<file path="config.mk">
export PLATFORM = sky130hd
export DESIGN_NAME = mem_loader
export DESIGN_NICKNAME = d
export VERILOG_FILES = /design/src/rtl/tiny16_pkg.sv /design/src/rtl/mem_loader.sv
export SDC_FILE = /design/constraint.sdc
export NUM_CORES = 1
export LEC_CHECK = 0
export ABC_AREA = 0
export CAP_MARGIN = 10
export CELL_PAD_IN_SITES_DETAIL_PLACEMENT = 2
export CELL_PAD_IN_SITES_GLOBAL_PLACEMENT = 2
export CORE_ASPECT_RATIO = 0.8
export CORE_MARGIN = 2
export CORE_UTILIZATION = 33
export CTS_CLUSTER_SIZE = 14
export DETAILED_ROUTE_END_ITERATION = 10
export PLACE_DENSITY = 0.89
export SYNTH_ARGS = -nofsm -noshare
export SYNTH_HDL_FRONTEND = slang
export SYNTH_SLANG_ARGS = --single-unit
</file>
<file path="constraint.sdc">
create_clock -name clk -period 3.6 [get_ports clk]
set_clock_uncertainty 0.05 [all_clocks]
set_input_delay 0.54 -clock clk [delete_from_list [all_inputs] [get_ports clk]]
set_output_delay 0.54 -clock clk [all_outputs]
set_load 0.01 [all_outputs]
</file>
<file path="src/rtl/tiny16_pkg.sv">
// Shared tiny16 definitions: boot loader FSM states, header length and error bit positions.
package tiny16_pkg;

    typedef enum logic [2:0] {
        StIdle,
        StHdr,
        StDataHi,
        StDataLo,
        StSetAddr,
        StWrite,
        StCsum,
        StDone
    } loader_state_e;

    localparam int unsigned HDR_BYTES = 4;
    localparam int unsigned ERR_CSUM  = 0;
    localparam int unsigned ERR_RANGE = 1;

endpackage

</file>
<file path="src/rtl/mem_loader.sv">
// Boot-time program loader: parses a byte stream (header, big-endian words, checksum) and writes
// the words into the tiny16 memory through its MAR load / data write port pair.
module mem_loader
    import tiny16_pkg::*;
#(
    parameter int unsigned MEM_SIZE = 256
) (
    input  logic        clk,
    input  logic        rst,
    input  logic        start,
    input  logic [7:0]  rx_data,
    input  logic        rx_valid,
    output logic        rx_ready,
    output logic        mem_addr_en,
    output logic [15:0] mem_addr,
    output logic        mem_in_en,
    output logic [15:0] mem_in,
    output logic        busy,
    output logic        done,
    output logic [1:0]  err
);

    loader_state_e state_q, state_d;
    logic [1:0]    hdr_idx_q, hdr_idx_d;
    logic [15:0]   addr_q, addr_d;
    logic [15:0]   cnt_q, cnt_d;
    logic [15:0]   word_q, word_d;
    logic [7:0]    sum_q, sum_d;
    logic [1:0]    err_q, err_d;

    logic          accept;
    logic [7:0]    sum_next;
    logic [15:0]   cnt_hdr;
    logic [16:0]   end_addr;

    // All outputs decode from registered state only.
    assign rx_ready    = state_q inside {StHdr, StDataHi, StDataLo, StCsum};
    assign mem_addr_en = (state_q == StSetAddr);
    assign mem_addr    = (state_q == StSetAddr) ? addr_q : '0;
    assign mem_in_en   = (state_q == StWrite);
    assign mem_in      = (state_q == StWrite) ? word_q : '0;
    assign busy        = (state_q != StIdle);
    assign done        = (state_q == StDone);
    assign err         = err_q;

    assign accept   = rx_valid && rx_ready;
    assign sum_next = sum_q + rx_data;
    assign cnt_hdr  = {cnt_q[15:8], rx_data};
    // 17-bit sum so a start address near the top of the 16-bit space cannot wrap past the check.
    assign end_addr = {1'b0, addr_q} + {1'b0, cnt_hdr};

    always_comb begin
        state_d   = state_q;
        hdr_idx_d = hdr_idx_q;
        addr_d    = addr_q;
        cnt_d     = cnt_q;
        word_d    = word_q;
        sum_d     = sum_q;
        err_d     = err_q;

        if (accept) begin
            sum_d = sum_next;
        end

        unique case (state_q)
            StIdle: begin
                if (start) begin
                    err_d     = '0;
                    sum_d     = '0;
                    hdr_idx_d = '0;
                    state_d   = StHdr;
                end
            end
            StHdr: begin
                if (accept) begin
                    hdr_idx_d = hdr_idx_q + 2'd1;
                    if (hdr_idx_q == 2'd0) begin
                        addr_d[15:8] = rx_data;
                    end else if (hdr_idx_q == 2'd1) begin
                        addr_d[7:0] = rx_data;
                    end else if (hdr_idx_q != 2'(HDR_BYTES - 1)) begin
                        cnt_d[15:8] = rx_data;
                    end else begin
                        cnt_d[7:0]       = rx_data;
                        err_d[ERR_RANGE] = (end_addr > 17'(MEM_SIZE));
                        state_d          = (cnt_hdr != 16'd0) ? StDataHi : StCsum;
                    end
                end
            end
            StDataHi: begin
                if (accept) begin
                    word_d[15:8] = rx_data;
                    state_d      = StDataLo;
                end
            end
            StDataLo: begin
                if (accept) begin
                    word_d[7:0] = rx_data;
                    if (err_q[ERR_RANGE]) begin
                        // Out-of-range load: keep consuming and summing, never touch memory.
                        cnt_d   = cnt_q - 16'd1;
                        state_d = (cnt_q == 16'd1) ? StCsum : StDataHi;
                    end else begin
                        state_d = StSetAddr;
                    end
                end
            end
            StSetAddr: begin
                state_d = StWrite;
            end
            StWrite: begin
                addr_d  = addr_q + 16'd1;
                cnt_d   = cnt_q - 16'd1;
                state_d = (cnt_q == 16'd1) ? StCsum : StDataHi;
            end
            StCsum: begin
                if (accept) begin
                    if (sum_next != 8'd0) begin
                        err_d[ERR_CSUM] = 1'b1;
                    end
                    state_d = StDone;
                end
            end
            StDone: begin
                state_d = StIdle;
            end
            default: begin
                state_d = StIdle;
            end
        endcase
    end

    always_ff @(posedge clk) begin
        if (rst) begin
            state_q   <= StIdle;
            hdr_idx_q <= '0;
            addr_q    <= '0;
            cnt_q     <= '0;
            word_q    <= '0;
            sum_q     <= '0;
            err_q     <= '0;
        end else begin
            state_q   <= state_d;
            hdr_idx_q <= hdr_idx_d;
            addr_q    <= addr_d;
            cnt_q     <= cnt_d;
            word_q    <= word_d;
            sum_q     <= sum_d;
            err_q     <= err_d;
        end
    end

endmodule

</file>
---- After elaboration in Yosys (flattened, before gate mapping) ----
Index checks and enable logic that the tools add are counted.
operators by class
  add/subtract/negate cells ............... 5
  magnitude comparators ................... 1
  equal/unequal tests ..................... 23
  muxes and demuxes ....................... 41
  reductions and logical operators ........ 21
operator list
  kind                   number
  $mux 16                8
  $mux 8                 8
  $pmux 16 s3            1
  $mux 3                 11
  $pmux 16 s2            1
  $pmux 3 s8             1
  $ne 2x2->1 const B     10
  $add 16x16->17         1
  $gt 17x9->1 const B    1
  $add 16x1->16 const B  1
  $eq 16x1->1 const B    1
  $reduce_bool 16->1     1
  $sub 16x1->16 const B  1
  $reduce_and 7->1       2
  $eq 3x3->1 const B     4
  $add 8x8->8            1
  $ne 2x1->1 const B     4
  $reduce_and 4->1       2
  $reduce_and 8->1       1
  $reduce_bool 8->1      1
  $eq 3x2->1 const B     2
  $mux 1                 6
  $reduce_and 3->1       2
  $reduce_and 6->1       1
  other kinds (13)       19
word-level totals
  bits in registers ....................... 63
  bits of input ports ..................... 12
  output and inout bits ................... 39
  logic and storage cells ................. 102

---- Logic depth before layout (Yosys ltp) ----
Gate-level depths: netlist (run 1).
  word-level depth ........................ 7
  gate-level depth with buffers ........... 10
  mapped depth without buffers ............ 9

---- Worst setup path before layout (run 1) ----
No wires, ideal clock.
  path kind ............................... input -> register
  from .................................... input rx_data[0]
  to ...................................... register err_q[1] (netlist: err[1])
  library setup time ...................... 0.136 ns
  data arrival time ....................... 2.570 ns
  required time ........................... 3.414 ns
  setup slack ............................. 0.844 ns
  cell stages on the path ................. 9
  path buffers ............................ 0
  cell sequence ........................... ha_1 > fa_1 > a211oi_2 > o21ai_0 > a31o_2 > a221oi_1 > mux2i_1 > a311oi_1 > a41oi_1
on the way
  cells in the longest elaborated chain, start to end .. 7
ends and longest elaborated chain
  what                  RTL line           source
  start, declared       mem_loader.sv:11   input logic [7:0] rx_data,
  $add 16x16->17        mem_loader.sv:50   assign end_addr = {1'b0, addr_q} + {1'b0, cnt_hdr};
  $gt 17x9->1           mem_loader.sv:85   err_d[ERR_RANGE] = (end_addr > 17'(MEM_SIZE));
  $mux 1                mem_loader.sv:81   end else if (hdr_idx_q != 2'(HDR_BYTES - 1)) begin
  $mux 1                mem_loader.sv:79   end else if (hdr_idx_q == 2'd1) begin
  $mux 1                mem_loader.sv:77   if (hdr_idx_q == 2'd0) begin
  $mux 1                mem_loader.sv:75   if (accept) begin
  $pmux 1 s2            mem_loader.sv:65   unique case (state_q)
  end signal, assigned  mem_loader.sv:149  err_q <= err_d;
  end, declared         mem_loader.sv:29   logic [1:0] err_q, err_d;
Every way passes these cells. The select of a mux whose other input is x is not followed.
A chain may end at the register's enable or synchronous reset.

---- Final worst setup path (run 1) ----
  from .................................... register state_q[1]
  to ...................................... output mem_in[9]
on the way
  cells in the longest elaborated chain, start to end .. 2
ends and longest elaborated chain
  what                    RTL line           source
  start, declared         mem_loader.sv:23   loader_state_e state_q, state_d;
  start signal, assigned  mem_loader.sv:135  state_q <= StIdle;
  start signal, assigned  mem_loader.sv:143  state_q <= state_d;
  $eq 3x3->1              mem_loader.sv:41   assign mem_in = (state_q == StWrite) ? word_q : '0;
  $mux 16                 mem_loader.sv:41
  end, declared           mem_loader.sv:17   output logic [15:0] mem_in,
Every way passes these cells.

==> results of run 1 <==
worst register-to-register path: stages (launching register included):
cell and delay [ns]:
dfxtp_1 0.38, ha_1 0.24, fa_1 0.43, a211oi_2 0.33, o21ai_0 0.15, a31o_2 0.30
a221oi_1 0.35, mux2i_1 0.12, a311oi_1 0.26, a41oi_1 0.14
per-stage QoR:
| step | hold WS, ns | utilization | area (um^2) | instances | power [uW] |
|---|---|---|---|---|---|
| 6_report | 0.4127 | 0.4144 | 5615 | 852 | 3207 |
| 5_1_grt | 0.4495 | 0.4144 | 5615 | 852 | 3396 |
| 4_1_cts | 0.4148 | 0.4144 | 5615 | 852 | 3221 |
| 3_5_place_dp | 0.4062 | 0.3888 | 5269 | 836 | 2129 |
| 3_3_place_gp | 0.3919 | 0.3888 | 5269 | 836 | 2041 |
| 2_1_floorplan | 0.3817 | - | 4573 | 623 | 1743 |
metal layers:
layer,share of wire,vias up,GRT usage
li1,-,2332,-
met2,0.49,101,0.4470
met4,0.024,0,0.09896
met5,0,-,0
met1,0.44,2494,0.3336
met3,0.043,29,0.04657
placed cells by master (no fill, tap or decap), drive strengths merged, types with 6 or more instances in the layout:
cell           Yosys  final
nand2             90     90
nor2              68     68
dfxtp             63     63
a21oi             52     52
clkdlybuf4s50      0     49
o21ai             45     45
and2              37     37
ha                29     29
inv               22     22
nand3             20     20
a22oi             19     19
buf                8     17
nor3              16     16
mux2i             12     12
a211oi            12     12
o31ai             11     11
clkbuf            25     10
xnor2              9      9
a21o               6      6
nand4              6      6
final cells by class:
| type | instances | area [um^2] |
|---|---|---|
| well taps | 180 | 225.2 |
| multi-input cells | 505 | 3084 |
| repair buffers | 66 | 615.6 |
| clock buffers | 10 | 239.0 |
| inverters | 22 | 82.58 |
| clock inverters | 6 | 107.6 |
| flip-flops and latches | 63 | 1261 |
| fillers | 1557 | 7935 |
power groups by stage:
stage	logic, uW	clock network, uW	registers, uW
finish	1240	1050	916
global route	1360	1110	929
CTS	1230	1070	915
detailed placement	1200	0	927
global placement	1130	0	914
floorplan	880	0	863
kinds of logic after synthesis:
logic type	after synthesis	synth area share
XOR/XNOR	11	0.02107
AO/OA/AOI/OAI	187	0.2638
adder cells (fa/ha/maj)	31	0.08810
flip-flops	63	0.2758
buffers and inverters	55	0.04980
multiplexers	12	0.02627
AND/OR/NAND/NOR	264	0.2752
registers in the layout, summed over array words and instances (netlist names):
signal and cells:
word_q 16, cnt_q 16, sum_q 8, err 2, addr_q 16, state_q 3
hdr_idx_q 2
how the worst max path moves through the flow:
stage	slack [ns]	to	from	depth (start not counted)
floorplan	0.84	err[1]$_SDFFE_PP0P_	rx_data[0]	9
global placement	0.17	err[1]$_SDFFE_PP0P_	rx_data[0]	10
detailed placement	0.14	err[1]$_SDFFE_PP0P_	rx_data[0]	10
CTS	0.25	mem_in[9]	state_q[1]$_SDFFE_PP0P_	5
global route	0.16	mem_in[15]	state_q[1]$_SDFFE_PP0P_	5
finish	0.26	mem_in[9]	state_q[1]$_SDFFE_PP0P_	5
==> summary.md, run 1 <==
| Metric | Value |
|---|---|
| Status | `finished, final reports clean` |
| Starting Density | `0.3375` |
| Syn Inst Count | `a little over 600` |
| CTS Buf Count | `9` |
| Synth warn | `0` |
| Postcts setup bufs | `0` |
| Initial DRC count | `around 270` |
| Dominant cell by count in the synthesized netlist | `nand2_1` |
| Final Cycle Share | `0.9283` |
| Vias | `4956` |
| Total gr overflow | `0` |
| Psw | `roughly 1300 uW` |
| Row count | `38` |
| Mapped Avg Cell Area | `7.341 um^2` |
| Number of global-route vias before repair | `5367` |
| Worst r2r src | `addr_q[0]$_SDFFE_PP0P_` |
| Worst R2R End | `err[1]$_SDFFE_PP0P_` |
| Max Cap Viol | `0` |
| CP Buf/Inv Count | `3` |
| Worst Hold Class | `flip-flop to flip-flop` |
| CTS tree | `built` |
| Crit. End Element | `primary output` |
| Startpoint types | `flip-flop` |
| Routed WL | `18710 um` |
| Slowest cell on the critical path | `inv_1` |
| Layout cells sized above 1 | `0.06845` |
| Most frequent CP cell | `inv_1` |
| RSZ-0062 raised after global routing | `no` |
| Final setup violation count | `0` |
| Post-DP HPWL | `approximately 13000 um` |
| Largest stage delay, worst path | `0.65 ns` |
| Core region area | `13550 um^2` |
| Slew Limit Headroom | `0.4083` |
| Post-CTS sizing | `0` |
| Largest net degree at the start of global routing | `57` |
| Layout overhead on the synthesized area | `22.79%` |
| Final nets | `710` |
| Most area-consuming cells after synthesis | `dfxtp_1, ha_1, nand2_1` |
| Internal | `1938 uW` |
| Slew Limit Fails | `0` |
| Post-Syn Nets | `666` |
| Max VDD drop | `0.0003037 V` |
| Leak Pwr | `0.002092 uW` |
| Setup CP Type | `flip-flop to primary output` |
| Hold path depth | `2` |
| Async SR Flop Fraction | `0` |
| Top FF cell, synth | `dfxtp_1` |
| Detail Route Antenna Nets | `0` |
| Avg WL per Cell | `21.96 um` |
| Setup_tns | `0 ns` |
| Post-synth top cells | `nand2_1, nor2_1, dfxtp_1` |
| Cell Chain, Critical Path | `inv_1 > nand3_1 > inv_1 > and2_1 > clkdlybuf4s50_1` |
| First-pass DRT Iterations | `4` |
| CTS clk-pin slew, worst paths | `about 0.06 ns` |
| Hold_buf cts | `0` |
| # DRC | `0` |
| Worst Path Max Fanout | `24` |
| FMAX | `299.2 MHz` |
| Sw frac | `0.3957` |
| Top delay family on crit path | `buffers and inverters` |
| First-pass GRT wire length | `29640 um` |
| Clock power frac | `0.328` |
| Number of diodes | `0` |
| Distinct cells, synth | `60` |
| Root Driver | `clkbuf_16` |
| Flops & latches, synth | `63` |
| Post-synth EDFFs | `0` |
| Die H | `109.3 um` |
| H-tree depth | `3` |
| Initial antenna violation count | `0` |
| Die area | `~15000 um^2` |
| FF-to-FF path depth | `9` |
| Final worst setup slack | `0.2582 ns` |
| HP Start | `word_q[1]$_SDFFE_PP0P_` |
| CTS Buffer Depth | `2` |
| Worst path required time | `3.01 ns` |
| Share of the synthesized area in the top cell type | `0.2758` |
| Clock Latency Late Sink | `roughly 0.35 ns` |
| Drt via density | `5.817` |
| Min cycle time layout | `approximately 3.3 ns` |
| Power per Cell Area | `571.1 nW/um^2` |
| Arr. time, crit path | `2.75 ns` |
| I/O Buffers | `50` |
| All-Layer GR Usage | `0.2624` |
| Comb power frac | `0.386` |
| Fin. Hold Viols | `0` |
| Mapped Area | `4573 um^2` |
| Register area share after synthesis | `0.2758` |
| Die Wd | `135.6 um` |
| Setup slack at placement | `0.1356 ns` |
| Seq pwr share | `0.286` |
| Gpl congestion | `0.8834` |
| Yosys top cell by area | `dfxtp_1` |
| FF-to-FF setup slack | `0.71 ns` |
| I/O pin count | `51` |
| Hold EP | `word_q[1]$_SDFFE_PP0P_` |
| Worst-margin pin slew | `0.8828 ns` |
| # clock sinks | `63` |
Power figures use the tool's default switching activity.
==> inputs of run 2 (changes only) <==
Settings changed: CAP_MARGIN 10 to 20, CORE_UTILIZATION 33 to 37, DONT_BUFFER_PORTS from default to 1, PLACE_DENSITY 0.89 to 0.88.
==> summary.md, run 2 (synthesized netlist as in run 1, its figures left out) <==
| Metric | Value |
|---|---|
| Hold_buf cts | `0 (unchanged)` |
| Placed Area | `4656 um^2 (-12%)` |
| Max VDD drop | `0.0002498 V (-18%)` |
| First-pass GRT wire length | `29480 um (-0.54%)` |
| Cell Chain, Critical Path | `nand3_1 > inv_1 > and2_1` |
| Top Registers | `addr_q: 16 flops, cnt_q: 16 flops, word_q: 16 flops` |
| Final Cycle Share | `0.8436 (-0.08466)` |
| Starting Density | `0.3774 (+0.03994)` |
| CTS Buf Count | `9 (unchanged)` |
| Post-CTS sizing | `0 (unchanged)` |
| Status | `finished, final reports clean` |
| Leading cell types in the layout, fill and taps excluded | `nand2_1, nor2_1, dfxtp_1` |
| Die H | `103.4 um (-5.4%)` |
| Initial antenna violation count | `0 (unchanged)` |
| Cell depth of the worst setup path | `3 (-2)` |
| Final setup violation count | `0 (unchanged)` |
| Initial DRC count | `364 (+37%)` |
| All-Layer GR Usage | `0.2928 (+0.03040)` |
| I/O Buffers | `0 (-100%)` |
| Slew Limit Fails | `0 (unchanged)` |
| Max Cap Viol | `0 (unchanged)` |
| Power per Cell Area | `592.2 nW/um^2 (+3.7%)` |
| Fin. Hold Viols | `0 (unchanged)` |
| FF-to-FF path depth | `9 (unchanged)` |
| Clock Latency Late Sink | `0.36 ns (about the same)` |
| RSZ-0062 raised after global routing | `no` |
| Root Driver | `clkbuf_16` |
| Vias | `4782 (-3.5%)` |
| Setup slack at placement | `0.5621 ns (+0.4264 ns)` |
| Number of global-route vias before repair | `5139 (-4.2%)` |
| FMAX | `329.3 MHz (+10%)` |
| Startpoint types | `flip-flop` |
| First-pass DRT Iterations | `4 (unchanged)` |
| Drt via density | `6.259 (+7.6%)` |
| Setup_tns | `0 ns (unchanged)` |
| Final Cell Area | `4949 um^2 (-12%)` |
| Largest net degree at the start of global routing | `58 (+1.8%)` |
| Layout cells sized above 1 | `0.05719 (-0.01126)` |
| Min cycle time layout | `3.037 ns (-0.3048 ns)` |
| # clock sinks | `63 (unchanged)` |
| Worst-margin pin slew | `1.021 ns (+0.1385 ns)` |
| CTS clk-pin slew, worst paths | `0.06 ns (about the same)` |
| Routed WL | `18890 um (+0.92%)` |
| Postcts setup bufs | `0 (unchanged)` |
| Final nets | `650 (-8.5%)` |
| Avg WL per Cell | `24.72 um (+13%)` |
| Leak Pwr | `0.001836 uW (-12%)` |
| Gpl congestion | `0.8793 (-0.46%)` |
| Total gr overflow | `0 (unchanged)` |
| H-tree depth | `3 (unchanged)` |
| Final worst setup slack | `0.5630 ns (+0.3048 ns)` |
| Crit. End Element | `primary output` |
| Worst Path Max Fanout | `26 (+8.3%)` |
| Arr. time, crit path | `2.45 ns (-0.30 ns)` |
| Commonest non-fill, non-tap cell in the layout | `nand2_1` |
| I/O pin count | `51 (unchanged)` |
| Fillers | `1408 (-9.6%)` |
| Slowest cell on the critical path | `dfxtp_1` |
| Slew Limit Headroom | `0.3154 (-0.09284)` |
| Worst path required time | `3.01 ns (about the same)` |
| Row count | `36 (-5.3%)` |
| Final Util | `0.4084 (-0.005998)` |
| CP Buf/Inv Count | `1 (-2)` |
| CTS Buffer Depth | `2 (unchanged)` |
| Post-DP HPWL | `12570 um (-5.7%)` |
| Hold path depth | `1 (-1)` |
| # DRC | `0 (unchanged)` |
| Layout overhead on the synthesized area | `8.208%` |
| Die Wd | `128.3 um (-5.4%)` |
| Top delay family on crit path | `flip-flops` |
| Setup CP Type | `flip-flop to primary output` |
| CTS tree | `built` |
| Largest stage delay, worst path | `0.89 ns (+0.24 ns)` |
| WHS | `0.2097 ns (-0.2030 ns)` |
| Worst Hold Class | `primary input to flip-flop` |
| Detail Route Antenna Nets | `0 (unchanged)` |
| Die area | `13270 um^2 (-10%)` |
| Number of diodes | `0 (unchanged)` |
| Core region area | `12120 um^2 (-11%)` |
[run 2: stage by stage]
step,instances,power (uW)
5_1_grt,764,3113
2_1_floorplan,623,1743
3_3_place_gp,747,1949
4_1_cts,763,2931
6_report,764,2931
3_5_place_dp,747,2039
[run 2: power by group]
group / leakage [uW] / total (uW) / internal, uW / switching (uW)
clock: 0.000136 / 856 / 473 / 383
combinational: 0.00119 / 1140 / 412 / 730
sequential: 0.000510 / 934 / 784 / 150
[run 2: metal layers]
| metal | vias up | GRT usage | share of wire |
|---|---|---|---|
| met4 | 0 | 0.1285 | 0.036 |
| met5 | - | 0 | 0 |
| met2 | 105 | 0.4951 | 0.49 |
| li1 | 2213 | - | - |
| met1 | 2413 | 0.3697 | 0.43 |
| met3 | 51 | 0.05350 | 0.041 |
[run 2: area by class of cell]
type / count / area [um^2] / share of cell area
multi-input cells: 505 / 3084 / 0.6233
flip-flops and latches: 63 / 1261 / 0.2549
clock buffers: 9 / 225.2 / 0.04551
well taps: 152 / 190.2 / 0.03843
inverters: 22 / 82.58 / 0.01669
clock inverters: 7 / 56.30 / 0.01138
repair buffers: 6 / 48.80 / 0.009861
[run 2: final timing paths]
check                                from                      end  slack, ns
setup / recovery  state_q[0]$_SDFFE_PP0P_                mem_in[6]       0.56
hold / removal                        rst  word_q[12]$_SDFFE_PP0P_       0.21
setup reg to reg   addr_q[0]$_SDFFE_PP0P_      err[1]$_SDFFE_PP0P_       0.62
hold reg to reg    word_q[0]$_SDFFE_PP0P_   word_q[0]$_SDFFE_PP0P_       0.40
[run 2: worst reg2reg max path: stages (launching register included)]
cell and delay (ns):
dfxtp_1 0.36, ha_1 0.24, fa_1 0.43, a211oi_2 0.36, o21ai_0 0.19, a31o_2 0.31, a221oi_1 0.33, mux2i_1 0.14
a311oi_1 0.27, a41oi_1 0.15
==> inputs of run 3 (changes only) <==
Settings changed: CORE_UTILIZATION 37 to 33, PLACE_DENSITY 0.88 to 0.84.
Clock period 3.6 ns to 2.5 ns, I/O delays scaled along.
==> summary.md, run 3 (synthesized netlist as in run 1, its figures left out) <==
| Metric | Value |
|---|---|
| Power per Cell Area | `873.2 nW/um^2 (+47%)` |
| Die H | `109.3 um (+5.7%)` |
| WHS | `0.04142 ns (-0.1683 ns)` |
| Final setup violation count | `1 (+1)` |
| Power after layout | `4665 uW (+59%)` |
| Worst Path Max Fanout | `4 (-85%)` |
| I/O pin count | `51 (unchanged)` |
| Die area | `14820 um^2 (+12%)` |
| Setup slack at placement | `-0.1768 ns (-0.7388 ns)` |
| Setup_tns | `-0.03578 ns (-0.03578 ns)` |
| Setup CP Type | `flip-flop to flip-flop` |
| Hold path depth | `1 (unchanged)` |
| Comb power frac | `0.401 (+0.012)` |
| Final worst setup slack | `-0.03578 ns (-0.5988 ns)` |
| Largest net degree at the start of global routing | `58 (unchanged)` |
| Number of global-route vias before repair | `5297 (+3.1%)` |
| Clock power frac | `0.324 (+0.032)` |
| Sw frac | `0.3977 (-0.03280)` |
| Vias | `4856 (+1.5%)` |
| Final Cycle Share | `1.014` |
| Arr. time, crit path | `2.71 ns (+0.26 ns)` |
| CTS Buffer Depth | `2 (unchanged)` |
| Post-DP HPWL | `13370 um (+6.4%)` |
| Gpl congestion | `0.8884 (+1.0%)` |
| FMAX | `just under 400 MHz` |
| CP Buf/Inv Count | `0 (-1)` |
| Slew Limit Headroom | `0.4916 (+0.1762)` |
| Layout overhead on the synthesized area | `16.83%` |
| H-tree depth | `3 (unchanged)` |
| I/O Buffers | `0 (unchanged)` |
| Routed WL | `18940 um (+0.30%)` |
| Final Util | `0.3943 (-0.01413)` |
| Leak Pwr | `0.002051 uW (+12%)` |
| Cell Chain, Critical Path | `ha_4 > fa_2 > a211oi_2 > o21ai_1 > a31o_2 > a221oi_2 > mux2i_1 > a311oi_1 > a41oi_1` |
| FF-to-FF path depth | `9 (unchanged)` |
| Die Wd | `135.6 um (+5.7%)` |
| Clock Latency Late Sink | `0.36 ns (about the same)` |
| Top Registers | `addr_q: 16 flops, cnt_q: 16 flops, word_q: 16 flops` |
| Slew Limit Fails | `0 (unchanged)` |
| # clock sinks | `63 (unchanged)` |
| Initial antenna violation count | `0 (unchanged)` |
| Max Cap Viol | `0 (unchanged)` |
| Initial DRC count | `324 (-11%)` |
| Hold_buf cts | `0 (unchanged)` |
| CTS Buf Count | `9 (unchanged)` |
| Worst path required time | `2.67 ns (-0.34 ns)` |
| CTS clk-pin slew, worst paths | `0.06 ns (about the same)` |
| Failing checks | `negative setup slack` |
| Core region area | `13550 um^2 (+12%)` |
| Fillers | `1548 (+9.9%)` |
| Total gr overflow | `0 (unchanged)` |
| Status | `complete, but fails checks` |
| Final nets | `682 (+4.9%)` |
| Reg area | `1262 um^2 (about the same)` |
| Largest stage delay, worst path | `0.37 ns (-0.52 ns)` |
| All-Layer GR Usage | `0.2624 (-0.03043)` |
| Leading cell types in the layout, fill and taps excluded | `nand2_1, nor2_1, dfxtp_1` |
| Worst-margin pin slew | `0.7618 ns (-0.2595 ns)` |
| # DRC | `0 (unchanged)` |
| Avg WL per Cell | `22.99 um (-7.0%)` |
| Row count | `38 (+5.6%)` |
| Internal | `2810 uW (+68%)` |
| Top delay family on crit path | `compound AO/OA/AOI/OAI gates` |
| Fin. Hold Viols | `0 (unchanged)` |
| RSZ-0062 raised after global routing | `yes` |
| Detail Route Antenna Nets | `0 (unchanged)` |
| Drt via density | `5.893 (-5.8%)` |
| First-pass GRT wire length | `29640 um (+0.54%)` |
| Root Driver | `clkbuf_16` |
| Crit. End Element | `flip-flop` |
| First-pass DRT Iterations | `4 (unchanged)` |
| Cell depth of the worst setup path | `9 (+6)` |
| Number of diodes | `0 (unchanged)` |
| Layout cells sized above 1 | `0.1149 (+0.05772)` |
| Slowest cell on the critical path | `fa_2` |
| Psw | `1855 uW (+47%)` |
| Min cycle time layout | `2.536 ns` |
| Multi-input gate area | `3136 um^2 (+1.7%)` |
| Commonest non-fill, non-tap cell in the layout | `nand2_1` |
| CTS tree | `built` |
| Seq pwr share | `0.275 (-0.044)` |
| Worst Hold Class | `primary input to flip-flop` |
| Starting Density | `0.3375 (-0.03994)` |
| Startpoint types | `flip-flop` |
| Max VDD drop | `0.0003630 V (+45%)` |
run 3: power by group through the flow:
stage                     clock network, uW  logic, uW  registers (uW)
after floorplan                           0       1270            1240
after global placement                    0       1660            1280
after detailed placement                  0       1790            1300
after CTS                              1530       1840            1280
after global routing                   1570       2040            1300
final                                  1510       1870            1280
run 3: area by class of cell:
class	instances	share of cell area
Clock buffer	11	0.04356
Clock inverter	5	0.01991
Inverter	22	0.01546
Multi-Input combinational cell	505	0.5869
Sequential cell	63	0.2363
Tap cell	180	0.04215
Timing Repair Buffer	38	0.05574
run 3: stage by stage:
| step | instance area [um^2] | cells |
|---|---|---|
| 6_report | 5343 | 824 |
| 5_1_grt | 5343 | 824 |
| 4_1_cts | 5300 | 823 |
| 3_5_place_dp | 4950 | 807 |
| 3_3_place_gp | 4950 | 807 |
| 2_1_floorplan | 4579 | 623 |
run 3: layer usage:
| metal | vias up | track usage | wire, um |
|---|---|---|---|
| met5 | - | 0 | 0 |
| met4 | 0 | 0.1064 | 495 |
| met3 | 28 | 0.05809 | 680 |
| met2 | 86 | 0.4502 | 9355 |
| met1 | 2471 | 0.3210 | 8410 |
| li1 | 2271 | - | - |
run 3: what timing repair did:
item                                    CTS  global route
endpoints found under the setup margin   17            13
buffers inserted                          0             1
pin swaps                                 1             2
resized for setup                         3            10
run 3: final timing paths:
| path | start | endpoint | slack, ns |
|---|---|---|---|
| setup reg to reg | addr_q[0]$_SDFFE_PP0P_ | err[1]$_SDFFE_PP0P_ | -0.04 |
| hold / removal | rst | addr_q[0]$_SDFFE_PP0P_ | 0.04 |
| hold reg to reg | word_q[0]$_SDFFE_PP0P_ | word_q[0]$_SDFFE_PP0P_ | 0.41 |
| setup / recovery | addr_q[0]$_SDFFE_PP0P_ | err[1]$_SDFFE_PP0P_ | -0.04 |
